## src/rtl/dmem_arb_pkg.sv

```systemverilog
// dmem_arb_pkg: shared owner encoding and sizing helpers for the data-memory port arbiter
package dmem_arb_pkg;

    typedef enum logic {
        OWN_CPU  = 1'b0,
        OWN_UART = 1'b1
    } owner_e;

    localparam int STARVE_MAX_DEF = 8;

    // Counter width able to hold 0..max; at least one bit so a zero limit still builds.
    function automatic int starve_w(input int max);
        return (max < 1) ? 1 : $clog2(max + 1);
    endfunction

endpackage

```

## src/rtl/arb_starve_counter.sv

```systemverilog
// arb_starve_counter: saturating count of cycles a pending UART request has waited on a busy CPU
module arb_starve_counter
    import dmem_arb_pkg::*;
#(
    parameter int MAX = STARVE_MAX_DEF,
    parameter int W   = starve_w(MAX)
) (
    input  logic         clk,
    input  logic         rst_n,
    input  logic         inc,
    input  logic         clr,
    output logic         sat,
    output logic [W-1:0] cnt
);

    logic [W-1:0] cnt_q;
    logic [W-1:0] cnt_d;

    assign sat = (cnt_q == W'(MAX));
    assign cnt = cnt_q;

    // Clear wins over increment; increment stops once the limit is reached.
    always_comb begin
        cnt_d = clr ? '0 : (inc && !sat) ? cnt_q + W'(1) : cnt_q;
    end

    // Count register.
    always_ff @(posedge clk or negedge rst_n) begin
        if (!rst_n) cnt_q <= '0;
        else        cnt_q <= cnt_d;
    end

endmodule

```

## src/rtl/dmem_port_arbiter.sv

```systemverilog
// dmem_port_arbiter: shares the DataMemory port between the MEM stage and the UART loader
module dmem_port_arbiter
    import dmem_arb_pkg::*;
#(
    parameter int DATA_W     = 32,
    parameter int STARVE_MAX = STARVE_MAX_DEF
) (
    input  logic              clk,
    input  logic              rst_n,
    input  logic              cpu_mem_read,
    input  logic              cpu_mem_write,
    input  logic [DATA_W-1:0] cpu_addr,
    input  logic [DATA_W-1:0] cpu_wdata,
    output logic              cpu_stall,
    input  logic              uart_req,
    input  logic              uart_we,
    input  logic [DATA_W-1:0] uart_addr,
    input  logic [DATA_W-1:0] uart_wdata,
    output logic              uart_gnt,
    output logic              uart_rvalid,
    output logic [DATA_W-1:0] uart_rdata,
    output logic              mem_read,
    output logic              mem_write,
    output logic [DATA_W-1:0] mem_addr,
    output logic [DATA_W-1:0] mem_wdata,
    input  logic [DATA_W-1:0] mem_rdata
);

    localparam int STARVE_W = starve_w(STARVE_MAX);

    owner_e              state_q, state_d;
    logic                rvalid_q, rvalid_d;
    logic [DATA_W-1:0]   rdata_q, rdata_d;
    logic                cpu_busy;
    logic                own_cpu;
    logic                go_uart;
    logic                starve_inc;
    logic                starve_clr;
    logic                starve_sat;
    logic [STARVE_W-1:0] starve_cnt;

    assign cpu_busy    = cpu_mem_read | cpu_mem_write;
    assign own_cpu     = (state_q == OWN_CPU);
    assign uart_rvalid = rvalid_q;
    assign uart_rdata  = rdata_q;

    // Starvation only accrues while the CPU holds the port against a waiting UART.
    arb_starve_counter #(
        .MAX (STARVE_MAX),
        .W   (STARVE_W)
    ) u_starve (
        .clk   (clk),
        .rst_n (rst_n),
        .inc   (starve_inc),
        .clr   (starve_clr),
        .sat   (starve_sat),
        .cnt   (starve_cnt)
    );

    // Next owner and the memory-side mux; a UART grant always lasts exactly one cycle.
    always_comb begin
        go_uart    = uart_req && (!cpu_busy || starve_sat);
        starve_inc = own_cpu && uart_req && cpu_busy;
        starve_clr = !uart_req || (own_cpu && go_uart);
        state_d    = (own_cpu && go_uart) ? OWN_UART : OWN_CPU;
        uart_gnt   = !own_cpu;
        cpu_stall  = !own_cpu && cpu_busy;
        mem_write  = own_cpu ? cpu_mem_write : uart_we;
        mem_read   = own_cpu ? (cpu_mem_read && !cpu_mem_write) : !uart_we;
        mem_addr   = own_cpu ? cpu_addr : uart_addr;
        mem_wdata  = own_cpu ? cpu_wdata : uart_wdata;
    end

    // UART read data is captured on the grant edge and flagged valid for one cycle.
    always_comb begin
        rvalid_d = !own_cpu && !uart_we;
        rdata_d  = rvalid_d ? mem_rdata : rdata_q;
    end

    // Owner and read-capture registers.
    always_ff @(posedge clk or negedge rst_n) begin
        if (!rst_n) begin
            state_q  <= OWN_CPU;
            rvalid_q <= 1'b0;
            rdata_q  <= '0;
        end else begin
            state_q  <= state_d;
            rvalid_q <= rvalid_d;
            rdata_q  <= rdata_d;
        end
    end

    logic unused_cnt;
    assign unused_cnt = ^starve_cnt;

endmodule

```

## config.mk

```make
export PLATFORM = sky130hd
export DESIGN_NAME = dmem_port_arbiter
export DESIGN_NICKNAME = d
export VERILOG_FILES = /design/src/rtl/dmem_arb_pkg.sv /design/src/rtl/arb_starve_counter.sv /design/src/rtl/dmem_port_arbiter.sv
export SDC_FILE = /design/constraint.sdc
export NUM_CORES = 1
export LEC_CHECK = 0
export CORE_MARGIN = 3
export CORE_UTILIZATION = 26
export DETAILED_ROUTE_END_ITERATION = 8
export PLACE_DENSITY = 0.8
export SLEW_MARGIN = 20
export SYNTH_ARGS = -nofsm -noshare
export SYNTH_HDL_FRONTEND = slang
export SYNTH_HIERARCHICAL = 1
export SYNTH_SLANG_ARGS = --single-unit
```

## constraint.sdc

```tcl
create_clock -name clk -period 2 [get_ports clk]
set_clock_uncertainty 0.2 [all_clocks]
set_input_delay 0.2 -clock clk [delete_from_list [all_inputs] [get_ports clk]]
set_output_delay 0.2 -clock clk [all_outputs]
set_load 0.02 [all_outputs]
```

* Yosys cells after proc, flatten, opt, wreduce, memory -nomap -nowiden
Cells that the tools add are included.
** Storage, ports and cells
- Register bits after elaboration :: 38
- Bits of input ports :: 166
- Output and inout bits :: 101
- Logic and storage cells :: 31
** Cells by class
- Add/subtract/negate cells :: 1
- Equality and inequality tests :: 1
- Muxes and demuxes :: 7
- Bitwise logic cells :: 2
- Reductions and logical operators :: 16
** Operators by type and width (number)
- $mux W32 :: 2
- $logic_and A1 B1 Y1 :: 8
- $mux W4 :: 2
- $logic_not A1 Y1 :: 5
- $add A4 B1 Y4 const B :: 1
- $eq A4 B4 Y1 const B :: 1
- $mux W1 :: 3
- $logic_or A1 B1 Y1 :: 2
- $reduce_bool A2 Y1 :: 1
- $not A1 Y1 :: 1
- $or A1 B1 Y1 :: 1

* Logic depth before layout (Yosys ltp)
- Word-level depth :: 7
- Mapped depth :: 8
- Mapped depth without buffers :: 8

* Cells and area by module
The synthesis kept the hierarchy.
** Modules (own cells, without submodules)
- dmem_port_arbiter :: times used 1, cells each 153, area each 2210.9 um^2, seq. area each 850.8 um^2
- arb_starve_counter :: times used 1, cells each 24, area each 232.7 um^2, seq. area each 100.1 um^2

* Least setup slack after synthesis
OpenSTA, ideal clock, no wires.
- Path kind :: register -> register
- From :: register state_q, in the netlist uart_gnt
- To :: register u_starve.cnt_q[0], in the netlist u_starve/cnt[0]
- Library setup time :: 0.125 ns
- Arrival time :: 1.627 ns
- Data required time :: 1.675 ns
- Path slack :: 0.048 ns
- Cell stages (with the launch flop) :: 7
- Path buffers :: 3
- Clock period less this slack :: 1.952 ns
- Cell sequence :: dfrtp_1 buf_6 buf_2 buf_4 o21ai_0 nor2_1 mux2_4
** On the way
- Elaborated cells between the ends (all ways) :: 8
- Those cells by class :: mux (1); bitwise (1); reduce/logical (6)
** RTL lines
- start: declaration :: line dmem_port_arbiter.sv:31 : owner_e state_q, state_d;
- start signal: assignment :: line dmem_port_arbiter.sv:87 : state_q <= state_d;
- $not A1 Y1 * :: line dmem_port_arbiter.sv:43 : assign own_cpu = (state_q == OWN_CPU);
- $logic_and A1 B1 Y1 * :: line dmem_port_arbiter.sv:64 : starve_clr = !uart_req || (own_cpu && go_uart);
- $logic_or A1 B1 Y1 * :: line dmem_port_arbiter.sv:64
- named net starve_clr :: line dmem_port_arbiter.sv:38 : logic starve_clr;
- $mux W4 / $reduce_bool A2 Y1 (equally long branches)
- end signal: assignment :: line arb_starve_counter.sv:30 : else cnt_q <= cnt_d;
- end: declaration :: line arb_starve_counter.sv:16 : logic [W-1:0] cnt_q;
The timed path passes the listed nets; every way through them passes the cells marked *.
A chain may end at the register's enable or synchronous reset.

* Worst setup path in the final report
- From :: register state_q, in the netlist uart_gnt
- To :: output port mem_addr[5]
** On the way
- Word-level cells in the longest chain between the ends :: 1
** Ends and longest elaborated chain
- $mux W32 :: line dmem_port_arbiter.sv:70 : mem_addr = own_cpu ? cpu_addr : uart_addr;
- end: declaration :: line dmem_port_arbiter.sv:24 : output logic [DATA_W-1:0] mem_addr,
No other way between the ends.

==> flow_summary.ini <==
[status]
status = finished, violations left
violations = setup timing

[drt]
wirelength_microns = 11100
drtIter0Drc = 67
viasPerCell = 4.59
dr.pass1.iters = 4
ant_nets = 0
routedWlPerCell_microns = 19.7
vias = 2597
drc = 0

[sta]
max_freq_mhz = 499
hold_viol = 0
tns_ps = -4.25
min_period_ps = 2000
relSlewSlack_pct = 64.6
finalSetupViolations = 2
worst_pin_slew_ps = 531
fin_ws_ps = -2.72
slew_violations = 0
min_period_over_period_pct = 100
rsz0062_at_grt = true

[global_route]
overflow = 0
antenna_found_initial = 1
grt_max_degree = 26
grt_pass1_wl_microns = 15200
grt_usage_pct = 19.1
grt_pass1_vias = 2770

[synth]
ys_seq_elements = 38
synth_top_area_cell = dfrtp_1
ys_types = 22
yosys-top-cells-count = mux2_2 (69), dfrtp_1 (38), mux2_4 (29)
syn-num-nets = 345
async_flop_share_pct = 100
synth_top_area_share_pct = 38.9
netlist_area_sq_mm = 0.00244
yosysMostFrequentCell = mux2_2
syn_avg_cell_area_sq_um = 13.8
synth_area_leaders = dfrtp_1 (39%), mux2_2 (32%), mux2_4 (18%), buf_6 (2.3%), buf_2 (1.2%)
ys.flop_type = dfrtp_1
syn_inst = 177
synth_edf_count = 0
yosysSeqAreaShare_pct = 38.9
yosysWarnings = 6

[power_and_ir_drop]
p_comb_share_pct = 49.6
clockPowerShare_pct = 17.8
power.density_mw_per_mm2 = 594
peakVddDrop_mv = 0.500
cellInternalPower_mw = 2.13
seq_power_share_pct = 32.6
p_switching_mw = 0.994
swShare_pct = 31.8
leakage_nw = 2.24

[final_layout]
fin_area_sq_mm = 0.00525
nets = 625
layout.cells.non_filler = 566
drive_gt1_share_pct = 41.0
antennaDiodeCount = 0
area_delta_synth_final_pct = 115

[placement]
dpl_cell_area_sq_mm = 0.00524
place_congestion = 1.01
detailed_place_hpwl_microns = 8980
place_inst = 547
io_buffers = 266

[worst_setup_path]
worstSetupStartpointType = flip-flop
end_kind = output port
worstPathArrival_ps = 1600
rr_worst_depth = 6
r2r-end = u_starve/cnt[0]$_DFFE_PN0P_
r2r-start = uart_gnt$_DFF_PN0_
cpLargestDelayFamily = buffers and inverters
rrSetupSlack_ps = 100
crit_buf_inv = 4
crit_fanout = 9
cpMaxStageDelayCell = dfrtp_2
cp_slowest_stage_delay_ps = 440
path_cells = buf_12 > buf_12 > buf_4 > mux2_2 > buf_2
cp.required_ps = 1600
crit_top_cell = buf_12
critPathKind = flip-flop to output port

[floorplan]
die_w_microns = 103
chipHeight_microns = 103
initial_utilization_pct = 27.4
boundaryPins = 267
core_area_sq_mm = 0.00893
fp.dieArea_sq_mm = 0.0106
rows = 34

[clock_network]
root_buffer = clkbuf_8
cts_buffers = 5
clock_path_buffers = 2
cts_tree = yes
clkSinkCount = 38
clkLatencyLatePin_ps = 280
h-tree-depth = 2
path_clk_slew_ps = 80

[job]
drv_cap = 0

[hold_path]
hold_path_class = input port to asynchronous set/reset pin
==> power by group through the flow <==
stage,sequential [mW],clock [mW],combinational [mW]
CTS,1.02,0.575,1.57
global route,1.04,0.605,1.63
finish,1.02,0.554,1.55
global placement,1.03,0,1.58
floorplan,1.21,0,0.499
detailed placement,1.02,0,1.60
==> routing by layer <==
| metal | track usage, % | up-vias | share of wire (%) |
|---|---|---|---|
| li1 | - | 1195 | - |
| met1 | 21.0 | 1223 | 37 |
| met2 | 35.2 | 155 | 51 |
| met3 | 5.35 | 22 | 9.4 |
| met4 | 5.98 | 2 | 2.5 |
| met5 | 0 | - | 0.081 |
==> state kept, by name (all words and copies together) (netlist names) <==
signal and cells:
u_starve/cnt 4, uart_gnt 1, uart_rdata 32, uart_rvalid 1
==> logic make-up after synthesis <==
family	count (synthesis)	synth area share, %
mux	99	50.0
flops	38	38.9
simple gates	18	4.10
buf+inv	14	4.15
compound gates	5	1.43
fa+ha+maj	2	1.02
xor+xnor	1	0.358
==> layout make-up <==
class,count,area (sq um)
inverter,2,7.51
clock inverter,2,12.5
tap,108,135
clock buffer,6,82.6
multi-input combinational,125,1400
sequential,38,952
timing repair buffer,285,2660
fill,797,3680
==> cell usage in the layout (no fill, tap or decap), types with 2 or more instances in the layout <==
cell type | synthesis | routed
nor2b_1 | 4 | 2
mux2_4 | 29 | 29
clkdlybuf4s15_2 | 0 | 3
nor2_1 | 6 | 6
nor2b_4 | 1 | 2
clkbuf_2 | 0 | 4
dfrtp_1 | 38 | 37
mux2_2 | 69 | 69
ha_1 | 2 | 2
clkbuf_8 | 0 | 6
clkdlybuf4s15_1 | 0 | 6
dlygate4sd2_1 | 0 | 4
nand2_1 | 3 | 3
nand2b_1 | 2 | 2
clkdlybuf4s50_1 | 0 | 197
buf_12 | 0 | 5
buf_2 | 6 | 50
inv_1 | 2 | 2
buf_4 | 1 | 10
buf_6 | 5 | 2
buf_16 | 0 | 2
==> metrics by stage <==
| step | hold WS [ps] | total power [mW] | utilization (%) | setup WS (ps) |
|---|---|---|---|---|
| 5_1_grt | 262 | 3.27 | 58.8 | -54.2 |
| 3_5_place_dp | 15.8 | 2.63 | 58.7 | 36.7 |
| 4_1_cts | 226 | 3.17 | 60.1 | -42.3 |
| 3_3_place_gp | 17.5 | 2.61 | 58.7 | 50.1 |
| 2_1_floorplan | -296 | 1.71 | - | 48.3 |
| 6_report | 213 | 3.12 | 58.8 | -2.72 |
==> what timing repair did <==
| action | CTS | global route |
|---|---|---|
| pin swaps | 0 | 0 |
| gates cloned | 2 | 1 |
| hold endpoints to repair | 22 | 0 |
| buffers inserted | 4 | 3 |
| hold buffers | 1 | 0 |
| endpoints found under the setup margin | 67 | 42 |
| resized for setup | 199 | 52 |
==> how the worst max path moves through the flow <==
stage                        from                          end  slack [ps]  cells after the start
6_report       uart_gnt$_DFF_PN0_                  mem_addr[5]          -3                      5
5_1_grt        uart_gnt$_DFF_PN0_                  mem_addr[4]         -50                      5
4_1_cts        uart_gnt$_DFF_PN0_                mem_wdata[28]         -40                      3
3_5_place_dp             uart_req  u_starve/cnt[0]$_DFFE_PN0P_          40                      5
3_3_place_gp             uart_req  u_starve/cnt[0]$_DFFE_PN0P_          50                      5
2_1_floorplan  uart_gnt$_DFF_PN0_  u_starve/cnt[0]$_DFFE_PN0P_          50                      6
Note: power is estimated with default switching activity, not from simulation.
==> patch 1: new RTL, config.mk and constraints unchanged <==
Reset style: synchronous (`rst_n`), changed in 2 clocked blocks.
--- a/src/rtl/arb_starve_counter.sv
+++ b/src/rtl/arb_starve_counter.sv
@@ -26,5 +26,5 @@
 
     // Count register.
-    always_ff @(posedge clk or negedge rst_n) begin
+    always_ff @(posedge clk) begin
         if (!rst_n) cnt_q <= '0;
         else        cnt_q <= cnt_d;
--- a/src/rtl/dmem_port_arbiter.sv
+++ b/src/rtl/dmem_port_arbiter.sv
@@ -79,5 +79,5 @@
 
     // Owner and read-capture registers.
-    always_ff @(posedge clk or negedge rst_n) begin
+    always_ff @(posedge clk) begin
         if (!rst_n) begin
             state_q  <= OWN_CPU;
Function: differs if rst_n is asserted again (counterexample within 4 cycles, from zero or initial values and one cycle with rst_n low); with rst_n held inactive, the same outputs for 10 cycles.
==> patch 1 against the original RTL <==
- sequential cell count did not move
- worst setup slack improved by 48 ps
- via count increased by 8.0%
- worst hold slack worse by 56 ps
- design area down 0.33%
- total power down 34%
- wire length down 1.5%
- synthesized area is 2.6% lower
- critical path depth decreased by 2
- critical path type unchanged
- synthesized cell count grew 41%
- highest routed layer is now met4
- clock power fell by 9.7%
==> patch 1: results (changes against the original RTL) <==
status: completed (was finished, violations left)
final wirelength: 11000 um (was 11100 um)
Seq/Total Area, Yosys: 32.0% (was 38.9%)
Slowest cell on crit path: dfxtp_4 (was dfrtp_2)
Crit path largest cell delay: 420 ps (was 440 ps)
CP max FO: 16 (was 9)
Hold WC Path Type: in2reg (was in2async)
CTS Buf Count: 5 (unchanged)
clk_lat worst skew: 280 ps (about the same)
crit path DAT: 1560 ps (was 1600 ps)
Vias: 2806 (was 2597)
nets@finish: 679 (was 625)
Max VDD drop: 407 uV (was 500 uV)
hpwl dp: 9040 um (was 8980 um)
Post-synth ARST share: 0% (was 100%)
share of cells above drive strength 1: 16.8% (was 41.0%)
max reg flops: 32 (unchanged)
DR pass1 iterations: 4 (unchanged)
syn_nets: 417 (was 345)
synth warn: 6 (unchanged)
largest net degree at the start of global routing: 48 (was 26)
first-pass GRT wire length: 15500 um (was 15200 um)
Total Routing Usage GR: 19.3% (was 19.1%)
Worst Hold Slack: 158 ps (was 213 ps)
most frequent cells after synthesis: nand2_1 (66), mux2_2 (65), dfxtp_1 (38) (was mux2_2 (69), dfrtp_1 (38), mux2_4 (29))
initial antenna violation count: 0 (was 1)
# diodes: 0 (unchanged)
clock slew at reported path FFs: 70 ps
Slew HR: 63.4% (was 64.6%)
flop2flop setup slack: 200 ps (was 100 ps)
GPL Wtd Cong: 0.815 (was 1.01)
post-synth cell types: 28 (was 22)
Top FF cell, synth: dfxtp_1 (was dfrtp_1)
Root Buffer: clkbuf_8 (unchanged)
H-tree depth: 2 (unchanged)
initial detailed-routing violation count: 49 (was 67)
clk buf depth: 2 (unchanged)
post-route ant nets: 0 (unchanged)
synth top area cells: dfxtp_1 (32%), mux2_2 (31%), mux2i_1 (13%), nand2_1 (10%), buf_6 (2.4%) (was dfrtp_1 (39%), mux2_2 (32%), mux2_4 (18%), buf_6 (2.3%), buf_2 (1.2%))
Port Buffers: 266 (unchanged)
Crit path max-delay family: buffers and inverters (unchanged)
LEAKAGE: 0.00198 uW (was 0.00224 uW)
==> patch 1: cell families (layout without fill, tap and decap cells) <==
| group | count (synthesis) | count (layout) | synth area share (%) |
|---|---|---|---|
| adders and majority gates | 2 | 2 | 1.05 |
| muxes | 97 | 97 | 44.2 |
| and+or+nand+nor | 80 | 80 | 14.5 |
| buffers and inverters | 23 | 285 | 5.73 |
| AOI/OAI and AO/OA | 8 | 8 | 2.16 |
| xor gates and xnor gates | 1 | 1 | 0.368 |
| DFF | 38 | 38 | 32.0 |
==> patch 1: final timing paths <==
check,from,endpoint,cells after the start
setup reg to reg,uart_gnt,uart_rdata[3],4
hold reg to reg,uart_rdata[22],uart_rdata[22],2
setup / recovery,uart_gnt,mem_addr[9],3
hold / removal,rst_n,uart_rdata[23],3
==> patch 1: through the flow <==
step | instances | utilization (%) | setup slack (ps) | area, um2 | total power [uW]
6_report | 619 | 59.4 | 44.8 | 5230 | 2060
5_1_grt | 619 | 59.4 | -18.4 | 5230 | 2160
4_1_cts | 617 | 58.3 | 0.698 | 5130 | 2070
2_1_floorplan | 249 | - | 133 | 2380 | 1080
3_5_place_dp | 610 | 58.3 | -11.9 | 5140 | 1620
3_3_place_gp | 610 | 58.3 | -21.5 | 5140 | 1610
==> patch 1: layout make-up <==
cell class / count / area [um2]
fillers: 794 / 3570
repair buffers: 274 / 2750
multi-input cells: 188 / 1480
flip-flops and latches: 38 / 764
well taps: 108 / 135
clock buffers: 6 / 72.6
inverters: 4 / 15.0
clock inverters: 1 / 7.51
==> patch 1: metal layers <==
metal	part of all wire, %	global-route usage (%)	up-vias
li1	-	-	1367
met1	37	21.8	1277
met2	51	34.0	144
met3	9.7	6.40	18
met4	2.4	6.44	0
met5	0	0	-
==> patch 1: worst register-to-register path, cell delays in order, from the launching register on <==
cell and delay (ps):
dfxtp_4 420, buf_6 180, and2b_2 160, buf_4 450
mux2i_1 310
==> patch 1: report_power, final <==
group / switching (uW) / total (uW) / internal (uW) / leakage, uW
clock network: 261 / 500 / 239 / 0.0000373
registers: 6.88 / 772 / 765 / 0.000308
logic: 297 / 784 / 488 / 0.00164
total: 565 / 2060 / 1490 / 0.00198
==> patch 1: what timing repair did <==
action	CTS	global route
hold buffers	0	0
endpoints found under the hold margin	0	0
gates resized for setup	68	36
endpoints found under the setup margin	67	53
gates cloned	0	2
setup buffers	0	0
==> patch 2: new RTL, config.mk and constraints unchanged <==
Made on the original files. The parameter `DATA_W` goes from 32 to 36.
--- a/src/rtl/dmem_port_arbiter.sv
+++ b/src/rtl/dmem_port_arbiter.sv
@@ -3,5 +3,5 @@
     import dmem_arb_pkg::*;
 #(
-    parameter int DATA_W     = 32,
+    parameter int DATA_W     = 36,
     parameter int STARVE_MAX = STARVE_MAX_DEF
 ) (
Ports: changed (8 resized); port bits go from 267 to 299. No check against the original RTL was run, so the function may have changed too.
==> patch 2 against the original RTL <==
- synthesized area increased by 8.7%
- global-route usage increased by 0.35 points
- count of clock-buffer cells in the layout increased by 1
- sequential cell count increased by 4
- wire length increased by 9.2%
- total power increased by 5.8%
- design area increased by 8.0%
- register-to-register slack about the same
- die area increased by 8.2%
- worst setup slack improved by 21 ps
- critical path type unchanged
- largest cell class unchanged
- largest power group unchanged
==> patch 2: results (changes against the original RTL) <==
status: completed (was finished, violations left)
Seq/Total Area, Yosys: 39.6% (was 38.9%)
clock slew at reported path FFs: 70 ps
top sig layer: met4 (was met5)
syn_nets: 382 (was 345)
drt wl/cell: 19.2 um (was 19.7 um)
Crit path largest cell delay: 390 ps (was 440 ps)
DR WL met3: 1030 um (was 1050 um)
CP max FO: 18 (was 9)
clk_lat worst skew: 280 ps (about the same)
met3 usage: 5.66% (was 5.35%)
Port Buffers: 298 (was 266)
most frequent cells after synthesis: mux2_2 (89), dfrtp_1 (42), mux2_4 (21) (was mux2_2 (69), dfrtp_1 (38), mux2_4 (29))
critical path endpoint: mem_write (was mem_addr[5])
initial antenna violation count: 0 (was 1)
synthesized instance count: 194 (was 177)
Setup-failing EPs final: 0 (was 2)
Total Routing Usage GR: 19.4% (was 19.1%)
adder-cell area share of the yosys netlist: 0.942% (was 1.02%)
vias in the first global route: 2944 (was 2770)
share of cells above drive strength 1: 41.4% (was 41.0%)
dpl ws: 31.5 ps (was 36.7 ps)
H-tree depth: 2 (unchanged)
final wirelength: 12200 um (was 11100 um)
launch point of the worst reg-to-reg path: u_starve/cnt[0] (was uart_gnt)
max reg flops: 36 (was 32)
met2 WL: 6230 um (was 5650 um)
crit path DAT: 1580 ps (was 1600 ps)
hpwl dp: 9750 um (was 8980 um)
Max VDD drop: 660 uV (was 500 uV)
worst r2r dst: u_starve/cnt[0] (unchanged)
mux contribution to synthesized area: 50.0% (about the same)
fmax: 505 MHz (was 499 MHz)
clock share of power: 15.2% (was 17.8%)
synth top area cells: dfrtp_1 (40%), mux2_2 (38%), mux2_4 (12%), buf_4 (1.1%), buf_8 (1.1%) (was dfrtp_1 (39%), mux2_2 (32%), mux2_4 (18%), buf_6 (2.3%), buf_2 (1.2%))
# diodes: 0 (unchanged)
Net Sw Power: 1050 uW (was 994 uW)
Worst Hold Slack: 223 ps (was 213 ps)
Placed Cells: 620 (was 547)
CTS Buf Count: 5 (unchanged)
power density cells: 582 nW/um2 (was 594 nW/um2)
post-synth cell types: 24 (was 22)
met2 Use GR: 34.7% (was 35.2%)
nets@finish: 688 (was 625)
global routing usage on met1: 22.7% (was 21.0%)
register area: 1050 um2 (was 952 um2)
placed cell area: 5820 um2 (was 5240 um2)
initial detailed-routing violation count: 80 (was 67)
Slew @ Worst Pin: 521 ps (was 531 ps)
wl on met1: 4730 um (was 4150 um)
first-pass GRT wire length: 17000 um (was 15200 um)
power in sequential cells: 1120 uW (was 1020 uW)
Fill cells: 882 (was 797)
XOR/XNOR Fraction of Synth Area: 0.330% (was 0.358%)
Worst R2R Path Depth: 9 (was 6)
Synth Area in Compound Gates: 1.32% (was 1.43%)
GPL Wtd Cong: 0.868 (was 1.01)
largest net degree at the start of global routing: 23 (was 26)
Vias: 2757 (was 2597)
LEAKAGE: 0.00241 uW (was 0.00224 uW)
==> patch 2: cell families (layout without fill, tap and decap cells) <==
kind of cell	after synthesis	count (layout)
DFF	42	42
adders and majority gates	2	2
xor gates and xnor gates	1	1
and+or+nand+nor	18	18
buffers and inverters	15	321
AOI/OAI and AO/OA	5	5
muxes	111	111
==> patch 2: repair_timing <==
| action | 4_1_cts | 5_1_grt |
|---|---|---|
| endpoints found under the hold margin | 21 | 0 |
| hold buffers | 1 | 0 |
| setup endpoints to repair | 75 | 75 |
| buffers inserted | 2 | 0 |
| cloned | 2 | 1 |
| gates resized for setup | 213 | 68 |
==> patch 2: cell type report <==
cell class / instances / area share (%)
clock buffers: 7 / 1.35
flip-flops and latches: 42 / 18.6
repair buffers: 312 / 50.6
inverters: 2 / 0.132
multi-input cells: 137 / 26.4
well taps: 133 / 2.94
